[src/rtl/wb_pkg.sv]
// Shared encodings for the writeback result stage: result-source selects,
// load size/sign codes and the stage state enum.
package wb_pkg;

    // Result source select
    localparam logic [1:0] RSRC_ALU  = 2'b00;
    localparam logic [1:0] RSRC_LOAD = 2'b01;
    localparam logic [1:0] RSRC_PC4  = 2'b10;
    localparam logic [1:0] RSRC_IMM  = 2'b11;

    // Load size/sign codes (Funct3)
    localparam logic [2:0] F3_LB  = 3'b000;
    localparam logic [2:0] F3_LH  = 3'b001;
    localparam logic [2:0] F3_LW  = 3'b010;
    localparam logic [2:0] F3_LD  = 3'b011;
    localparam logic [2:0] F3_LBU = 3'b100;
    localparam logic [2:0] F3_LHU = 3'b101;
    localparam logic [2:0] F3_LWU = 3'b110;

    // Stage control states
    typedef enum logic [1:0] {
        ST_IDLE     = 2'b00,
        ST_WAIT_MEM = 2'b01,
        ST_OUT      = 2'b10
    } state_e;

endpackage

[src/rtl/load_extend.sv]
// Combinational load data extraction: picks the byte/halfword/word at the
// byte offset inside an aligned memory word and sign- or zero-extends it.
// Illegal size codes (and 64-bit-only codes when XLEN=32) yield zero.
module load_extend
    import wb_pkg::*;
#(
    parameter int XLEN = 32,
    parameter int OFFW = $clog2(XLEN / 8)
) (
    input  logic [2:0]      funct3,
    input  logic [OFFW-1:0] offset,
    input  logic [XLEN-1:0] rdata,
    output logic [XLEN-1:0] data
);

    logic [OFFW-1:0] off_h;
    logic [OFFW-1:0] off_w;
    logic [7:0]      lb;
    logic [15:0]     lh;
    logic [31:0]     lw;

    // Halfword and word accesses ignore the offset bits below their alignment.
    assign off_h = offset & ~OFFW'(1);
    assign off_w = offset & ~OFFW'(3);

    assign lb = rdata[{offset, 3'b000} +: 8];
    assign lh = rdata[{off_h, 3'b000} +: 16];
    assign lw = rdata[{off_w, 3'b000} +: 32];

    // Select and extend the field named by funct3.
    always_comb begin
        // NOTE: default assignment first so every path drives data and no latch is inferred.
        data = '0;
        case (funct3)
            F3_LB:  data = XLEN'($signed(lb));
            F3_LH:  data = XLEN'($signed(lh));
            F3_LW:  data = XLEN'($signed(lw));
            F3_LBU: data = XLEN'(lb);
            F3_LHU: data = XLEN'(lh);
            F3_LWU: if (XLEN == 64) data = XLEN'(lw);
            F3_LD:  if (XLEN == 64) data = rdata;
            default: data = '0;
        endcase
    end

endmodule

[src/rtl/wb_result_stage.sv]
// Writeback result stage: selects ALU / load / link / immediate value,
// waits for memory data when a load arrives ahead of it, and holds the
// registered Result under a valid/ready handshake toward the register file.
module wb_result_stage
    import wb_pkg::*;
#(
    parameter int XLEN = 32,
    parameter int OFFW = $clog2(XLEN / 8)
) (
    input  logic            clk,
    input  logic            rst,
    input  logic            in_valid,
    output logic            in_ready,
    input  logic [1:0]      ResultSrc,
    input  logic [2:0]      Funct3,
    input  logic [XLEN-1:0] ALUResult,
    input  logic [XLEN-1:0] PCPlus4,
    input  logic [XLEN-1:0] ImmExt,
    input  logic            mem_rvalid,
    input  logic [XLEN-1:0] ReadData,
    output logic            out_valid,
    input  logic            out_ready,
    output logic [XLEN-1:0] Result
);

    state_e          state;
    state_e          state_n;
    logic            accept;
    logic            is_load;
    logic            load_pend;
    logic            wait_done;
    logic            capture;
    logic [2:0]      f3_q;
    logic [OFFW-1:0] off_q;
    logic [2:0]      ext_f3;
    logic [OFFW-1:0] ext_off;
    logic [XLEN-1:0] ext_data;
    logic [XLEN-1:0] result_d;

    assign accept    = in_valid && in_ready;
    assign is_load   = (ResultSrc == RSRC_LOAD);
    // A load accepted without its data parks in WAIT_MEM.
    assign load_pend = accept && is_load && !mem_rvalid;
    assign wait_done = (state == ST_WAIT_MEM) && mem_rvalid;
    assign capture   = (accept && !load_pend) || wait_done;

    // While waiting, extraction uses the size/offset captured at accept time.
    assign ext_f3  = (state == ST_WAIT_MEM) ? f3_q  : Funct3;
    assign ext_off = (state == ST_WAIT_MEM) ? off_q : ALUResult[OFFW-1:0];

    load_extend #(
        .XLEN (XLEN),
        .OFFW (OFFW)
    ) u_load_extend (
        .funct3 (ext_f3),
        .offset (ext_off),
        .rdata  (ReadData),
        .data   (ext_data)
    );

    // State register.
    always_ff @(posedge clk or posedge rst) begin
        // NOTE: sequential state uses non-blocking assignments so all flops update together.
        if (rst) state <= ST_IDLE;
        else     state <= state_n;
    end

    // Next-state logic; an accept in OUT chains the next request with no bubble.
    always_comb begin
        state_n = state;
        case (state)
            ST_IDLE: begin
                if (accept) state_n = load_pend ? ST_WAIT_MEM : ST_OUT;
            end
            ST_WAIT_MEM: begin
                if (mem_rvalid) state_n = ST_OUT;
            end
            ST_OUT: begin
                if (accept)         state_n = load_pend ? ST_WAIT_MEM : ST_OUT;
                else if (out_ready) state_n = ST_IDLE;
            end
            default: state_n = ST_IDLE;
        endcase
    end

    // Handshake outputs decoded from the state.
    always_comb begin
        in_ready  = 1'b0;
        out_valid = 1'b0;
        case (state)
            ST_IDLE:     in_ready = 1'b1;
            ST_WAIT_MEM: in_ready = 1'b0;
            ST_OUT: begin
                in_ready  = out_ready;
                out_valid = 1'b1;
            end
            default: begin
                in_ready  = 1'b0;
                out_valid = 1'b0;
            end
        endcase
    end

    // Result source mux; undefined selects fall back to zero.
    always_comb begin
        result_d = '0;
        if (state == ST_WAIT_MEM) begin
            result_d = ext_data;
        end else begin
            case (ResultSrc)
                RSRC_ALU:  result_d = ALUResult;
                RSRC_LOAD: result_d = ext_data;
                RSRC_PC4:  result_d = PCPlus4;
                RSRC_IMM:  result_d = ImmExt;
                default:   result_d = '0;
            endcase
        end
    end

    // Result register and pending-load size/offset capture.
    always_ff @(posedge clk or posedge rst) begin
        if (rst) begin
            Result <= '0;
            f3_q   <= '0;
            off_q  <= '0;
        end else begin
            if (capture) Result <= result_d;
            if (load_pend) begin
                f3_q  <= Funct3;
                off_q <= ALUResult[OFFW-1:0];
            end
        end
    end

endmodule

[config.mk]
export PLATFORM = sky130hd
export DESIGN_NAME = wb_result_stage
export DESIGN_NICKNAME = d
export VERILOG_FILES = /design/src/rtl/wb_pkg.sv /design/src/rtl/load_extend.sv /design/src/rtl/wb_result_stage.sv
export SDC_FILE = /design/constraint.sdc
export NUM_CORES = 1
export LEC_CHECK = 0
export CAP_MARGIN = 20
export CORE_ASPECT_RATIO = 0.9
export CORE_MARGIN = 4
export CORE_UTILIZATION = 44
export CTS_BUF_LIST = sky130_fd_sc_hd__clkbuf_16
export DETAILED_ROUTE_END_ITERATION = 8
export GPL_ROUTABILITY_DRIVEN = 0
export PLACE_DENSITY = 0.93
export SLEW_MARGIN = 15
export SYNTH_ARGS = -nofsm -noshare
export SYNTH_HDL_FRONTEND = slang
export SYNTH_SLANG_ARGS = --single-unit
[constraint.sdc]
create_clock -name clk -period 6.2 [get_ports clk]
set_input_delay 1.24 -clock clk [delete_from_list [all_inputs] [get_ports clk]]
set_output_delay 1.24 -clock clk [all_outputs]
set_load 0.005 [all_outputs]
==> impl_metrics.xml <==
<?xml version="1.0" encoding="UTF-8"?>
<metrics>
  <group name="worst_setup_path">
    <metric name="cp_max_fo" unit="">28</metric>
    <metric name="cp_num_buf_inv" unit="">1</metric>
    <metric name="critical-path-slowest-cell" unit="">sky130_fd_sc_hd__a2111oi_0</metric>
    <metric name="slowest_delay" unit="ns">0.72</metric>
    <metric name="cell_chain_critical_path" unit="">clkdlybuf4s50_1, nor2b_1, a21oi_1, o21ai_0, nand2_1, a2111oi_0, a211oi_1</metric>
    <metric name="required" unit="ns">6.34</metric>
    <metric name="timing.critical_path.from_type" unit="">input port</metric>
    <metric name="cp.arrival" unit="ns">4.00</metric>
    <metric name="cp-end-kind" unit="">flop</metric>
    <metric name="worst-setup-path-type" unit="">in2reg</metric>
    <metric name="critical_path.top_delay_family" unit="">compound AO/OA/AOI/OAI gates</metric>
  </group>
  <group name="yosys">
    <metric name="syn-cell-area" unit="µm²">3400</metric>
    <metric name="synth_cell_types" unit="">42</metric>
    <metric name="postSynthCellCount" unit="">420</metric>
    <metric name="synth_warnings" unit="">0</metric>
    <metric name="synth.net_count" unit="">558</metric>
    <metric name="synth.largest_area_cell" unit="">sky130_fd_sc_hd__dfrtp_1</metric>
    <metric name="synth.top_cell.area_share" unit="%">28.7</metric>
    <metric name="post_synth.cell_area_avg" unit="µm²">8.10</metric>
    <metric name="number_of_flip_flops_and_latches_in_the_synthesized_netlist" unit="">39</metric>
    <metric name="synth.area.top_cells" unit="">sky130_fd_sc_hd__dfrtp_1, sky130_fd_sc_hd__mux2i_1, sky130_fd_sc_hd__nor2_1</metric>
    <metric name="synth.yosys.seq_area_share" unit="%">28.7</metric>
  </group>
  <group name="power">
    <metric name="p_per_area" unit="nW/µm²">209</metric>
    <metric name="vdd_drop_max" unit="V">0.000139</metric>
    <metric name="p_seq_share" unit="%">33.8</metric>
    <metric name="internal_power" unit="W">0.000742</metric>
    <metric name="comb_power_share" unit="%">43.4</metric>
    <metric name="leakage" unit="nW">2.10</metric>
    <metric name="switchingPower" unit="W">0.000357</metric>
    <metric name="p_sw_share" unit="%">32.5</metric>
    <metric name="share_clk_of_total_power" unit="%">22.8</metric>
  </group>
  <group name="detailed_routing">
    <metric name="drt-pass1-iter-count" unit="">9</metric>
    <metric name="routed_wire_length" unit="µm">14100</metric>
    <metric name="route.met2.wl" unit="µm">6720</metric>
    <metric name="detail_route.iter0.violations" unit="">368</metric>
    <metric name="ant_nets" unit="">0</metric>
    <metric name="route.detailed.drc" unit="">0</metric>
    <metric name="via_count" unit="">4155</metric>
    <metric name="detailroute.wirelength.met3" unit="µm">1480</metric>
    <metric name="post_drt_via_cell_ratio" unit="">6.26</metric>
    <metric name="topRoutingLayerUsed" unit="">met4</metric>
    <metric name="routedLengthMet1" unit="µm">5260</metric>
    <metric name="avgRoutedWirePerCell" unit="µm">21.2</metric>
  </group>
  <group name="sta">
    <metric name="fin_crit_sh" unit="%">62.3</metric>
    <metric name="final.setup.worst_slack" unit="ns">2.34</metric>
    <metric name="worst_hold_slack" unit="ns">0.534</metric>
    <metric name="report.final.slew_viol_count" unit="">0</metric>
    <metric name="timing.final.hold_violations" unit="">0</metric>
    <metric name="setup_viol_count_final" unit="">0</metric>
    <metric name="tns" unit="ns">0</metric>
    <metric name="post_layout_minimum_cycle_time" unit="ns">3.86</metric>
    <metric name="grt_setup_unrepaired" unit="">no</metric>
    <metric name="timing.max_slew.rel_slack" unit="%">30.3</metric>
    <metric name="tightestPinTransition" unit="ns">1.04</metric>
    <metric name="fmax" unit="GHz">0.259</metric>
    <metric name="finalClockSkew" unit="ns">0.00515</metric>
  </group>
  <group name="placement">
    <metric name="place.detailed.hpwl" unit="µm">10500</metric>
    <metric name="pre_cts_slack" unit="ns">2.17</metric>
    <metric name="place.port_buffers" unit="">171</metric>
  </group>
  <group name="clock_network">
    <metric name="ctsHtreeMaxLevel" unit="">2</metric>
    <metric name="cts.repair.resized" unit="">0</metric>
    <metric name="cts_hold_repair.buffers" unit="">0</metric>
    <metric name="clock_tree.root_cell" unit="">sky130_fd_sc_hd__clkbuf_16</metric>
    <metric name="clock_tree_from_tritoncts" unit="">yes</metric>
    <metric name="max-clock-path-buffers" unit="">2</metric>
    <metric name="worstSkewPairLatency" unit="ns">0.28</metric>
    <metric name="cts_made_buffers" unit="">5</metric>
    <metric name="cts_num_sinks" unit="">39</metric>
    <metric name="clock_edge_transition_at_the_registers_on_the_reported_setup_and_hold_paths" unit="ns">0.06</metric>
    <metric name="cts.repair_timing.setup_buffer_count" unit="">0</metric>
  </group>
  <group name="floorplanning">
    <metric name="die-area" unit="µm²">9200</metric>
    <metric name="std_cell_rows" unit="">30</metric>
    <metric name="ioPinCount" unit="">172</metric>
    <metric name="core-area" unit="µm²">7540</metric>
    <metric name="dieWidth" unit="µm">101</metric>
    <metric name="die_ht" unit="µm">91.4</metric>
    <metric name="initial_utilization" unit="%">45.1</metric>
  </group>
  <group name="hold_path">
    <metric name="hold_path.class" unit="">reg2reg</metric>
  </group>
  <group name="layout">
    <metric name="nets" unit="">705</metric>
    <metric name="finalCoreUtilization" unit="%">69.7</metric>
    <metric name="drive_gt1_share" unit="%">10.7</metric>
    <metric name="areaGrowthSynthToFinish" unit="%">54.7</metric>
    <metric name="antenna_cells_inserted" unit="">0</metric>
  </group>
  <group name="global_routing">
    <metric name="gr-usage-all-layers" unit="%">29.6</metric>
    <metric name="global_route_wire_length_before_repair" unit="µm">21900</metric>
    <metric name="grt_pass1_vias" unit="">4239</metric>
    <metric name="grt_remaining_overflow" unit="">0</metric>
    <metric name="grt_antenna_before_repair" unit="">0</metric>
    <metric name="pin_count_of_the_biggest_net_entering_global_routing" unit="">45</metric>
  </group>
  <group name="outcome">
    <metric name="run_status" unit="">finished, final reports clean</metric>
  </group>
  <group name="run">
    <metric name="max_cap_violations" unit="">0</metric>
  </group>
</metrics>
## final timing paths
path / from / end / slack [ns] / cells past startpoint
max in group asynchronous: rst / Result[2] / 4.44 / 3
setup reg to reg: state[1] / Result[26] / 2.53 / 6
setup / recovery: in_valid / Result[9] / 2.34 / 7
min in group asynchronous: rst / Result[31] / 1.40 / 3
hold / removal: Result[4] / Result[4] / 0.53 / 2
hold reg to reg: Result[4] / Result[4] / 0.53 / 2
## cell usage after synthesis (all sizes together)
cell / number
o311ai: 1
nand2b: 7
nor2: 56
a22o: 3
a211o: 15
nand2: 38
and3: 3
a31oi: 5
mux2: 14
buf: 14
o31ai: 1
a221oi: 24
a211oi: 6
a21oi: 45
or4b: 1
or2: 15
a2111oi: 4
a32oi: 1
dfrtp: 39
nor3: 2
inv: 2
and2: 2
nand4: 2
nand3: 1
o211ai: 1
nor2b: 11
o311a: 1
clkbuf: 23
o22ai: 20
o21ai: 19
mux2i: 42
or3b: 1
or3: 1
## power by group through the flow
stage	Clock (W)	Combinational, W	Sequential (W)
after floorplan	0	0.000206	0.000364
after global placement	0	0.000453	0.000368
after detailed placement	0	0.000471	0.000370
after CTS	0.000249	0.000473	0.000369
after global routing	0.000260	0.000510	0.000378
final	0.000250	0.000476	0.000372
## per-stage QoR
step,area (µm²),instances,power [W]
2_1_floorplan,3400,420,0.000569
3_3_place_gp,5110,656,0.000820
3_5_place_dp,5110,656,0.000841
4_1_cts,5260,664,0.00109
5_1_grt,5260,664,0.00115
6_report,5260,664,0.00110
## tightest hold or removal path, cell delays in order (launching register included)
cell	delay (ns)
sky130_fd_sc_hd__dfrtp_1	0.34
sky130_fd_sc_hd__nor2_1	0.05
sky130_fd_sc_hd__o22ai_1	0.10
## routing by layer
layer  GRT usage, %  up-vias
li1               -     1862
met1           36.0     1932
met2           50.4      297
met3           6.37       64
met4           11.6        0
met5              0        -
## flip-flops by register name, summed over array words and instances (netlist names)
name,cells
f3_q,3
off_q,2
state,2
Result,32
## logic make-up (layout without fill, tap and decap cells)
kind of cell	Yosys count	in the layout	share of synthesized area (%)
and+or+nand+nor	140	140	19.0
buffers and inverters	39	187	5.11
DFF	39	39	28.7
muxes	56	56	17.4
AOI/OAI and AO/OA	146	146	29.8
## layout make-up
class	count	area (µm²)
well taps	96	120
clock inverters	3	15.0
clock buffers	5	125
flip-flops and latches	39	976
multi-input cells	342	2260
inverters	2	7.51
fillers	586	2280
repair buffers	177	1750
## cell usage in the layout (no fill, tap or decap), types with 2 or more instances in the layout
cell type | Yosys | routed
sky130_fd_sc_hd__and3_1 | 3 | 3
sky130_fd_sc_hd__a2111oi_0 | 4 | 4
sky130_fd_sc_hd__nand2b_1 | 7 | 6
sky130_fd_sc_hd__nand4_1 | 2 | 2
sky130_fd_sc_hd__dfrtp_1 | 39 | 39
sky130_fd_sc_hd__inv_1 | 2 | 2
sky130_fd_sc_hd__or2_2 | 15 | 15
sky130_fd_sc_hd__mux2i_1 | 41 | 41
sky130_fd_sc_hd__clkdlybuf4s50_1 | 0 | 170
sky130_fd_sc_hd__buf_4 | 2 | 6
sky130_fd_sc_hd__o22ai_1 | 19 | 19
sky130_fd_sc_hd__clkinv_1 | 0 | 2
sky130_fd_sc_hd__a211oi_1 | 6 | 6
sky130_fd_sc_hd__a22o_1 | 3 | 3
sky130_fd_sc_hd__clkbuf_16 | 0 | 5
sky130_fd_sc_hd__a211o_1 | 15 | 15
sky130_fd_sc_hd__mux2_2 | 14 | 14
sky130_fd_sc_hd__nor2_1 | 56 | 55
sky130_fd_sc_hd__nand2_1 | 37 | 37
sky130_fd_sc_hd__nor3_1 | 2 | 2
sky130_fd_sc_hd__a31oi_1 | 5 | 5
sky130_fd_sc_hd__a21oi_1 | 35 | 35
sky130_fd_sc_hd__a21oi_2 | 10 | 10
sky130_fd_sc_hd__a221oi_1 | 24 | 24
sky130_fd_sc_hd__nor2b_1 | 11 | 10
sky130_fd_sc_hd__o21ai_0 | 18 | 18
No activity file was read; power rests on OpenSTA's default activity.
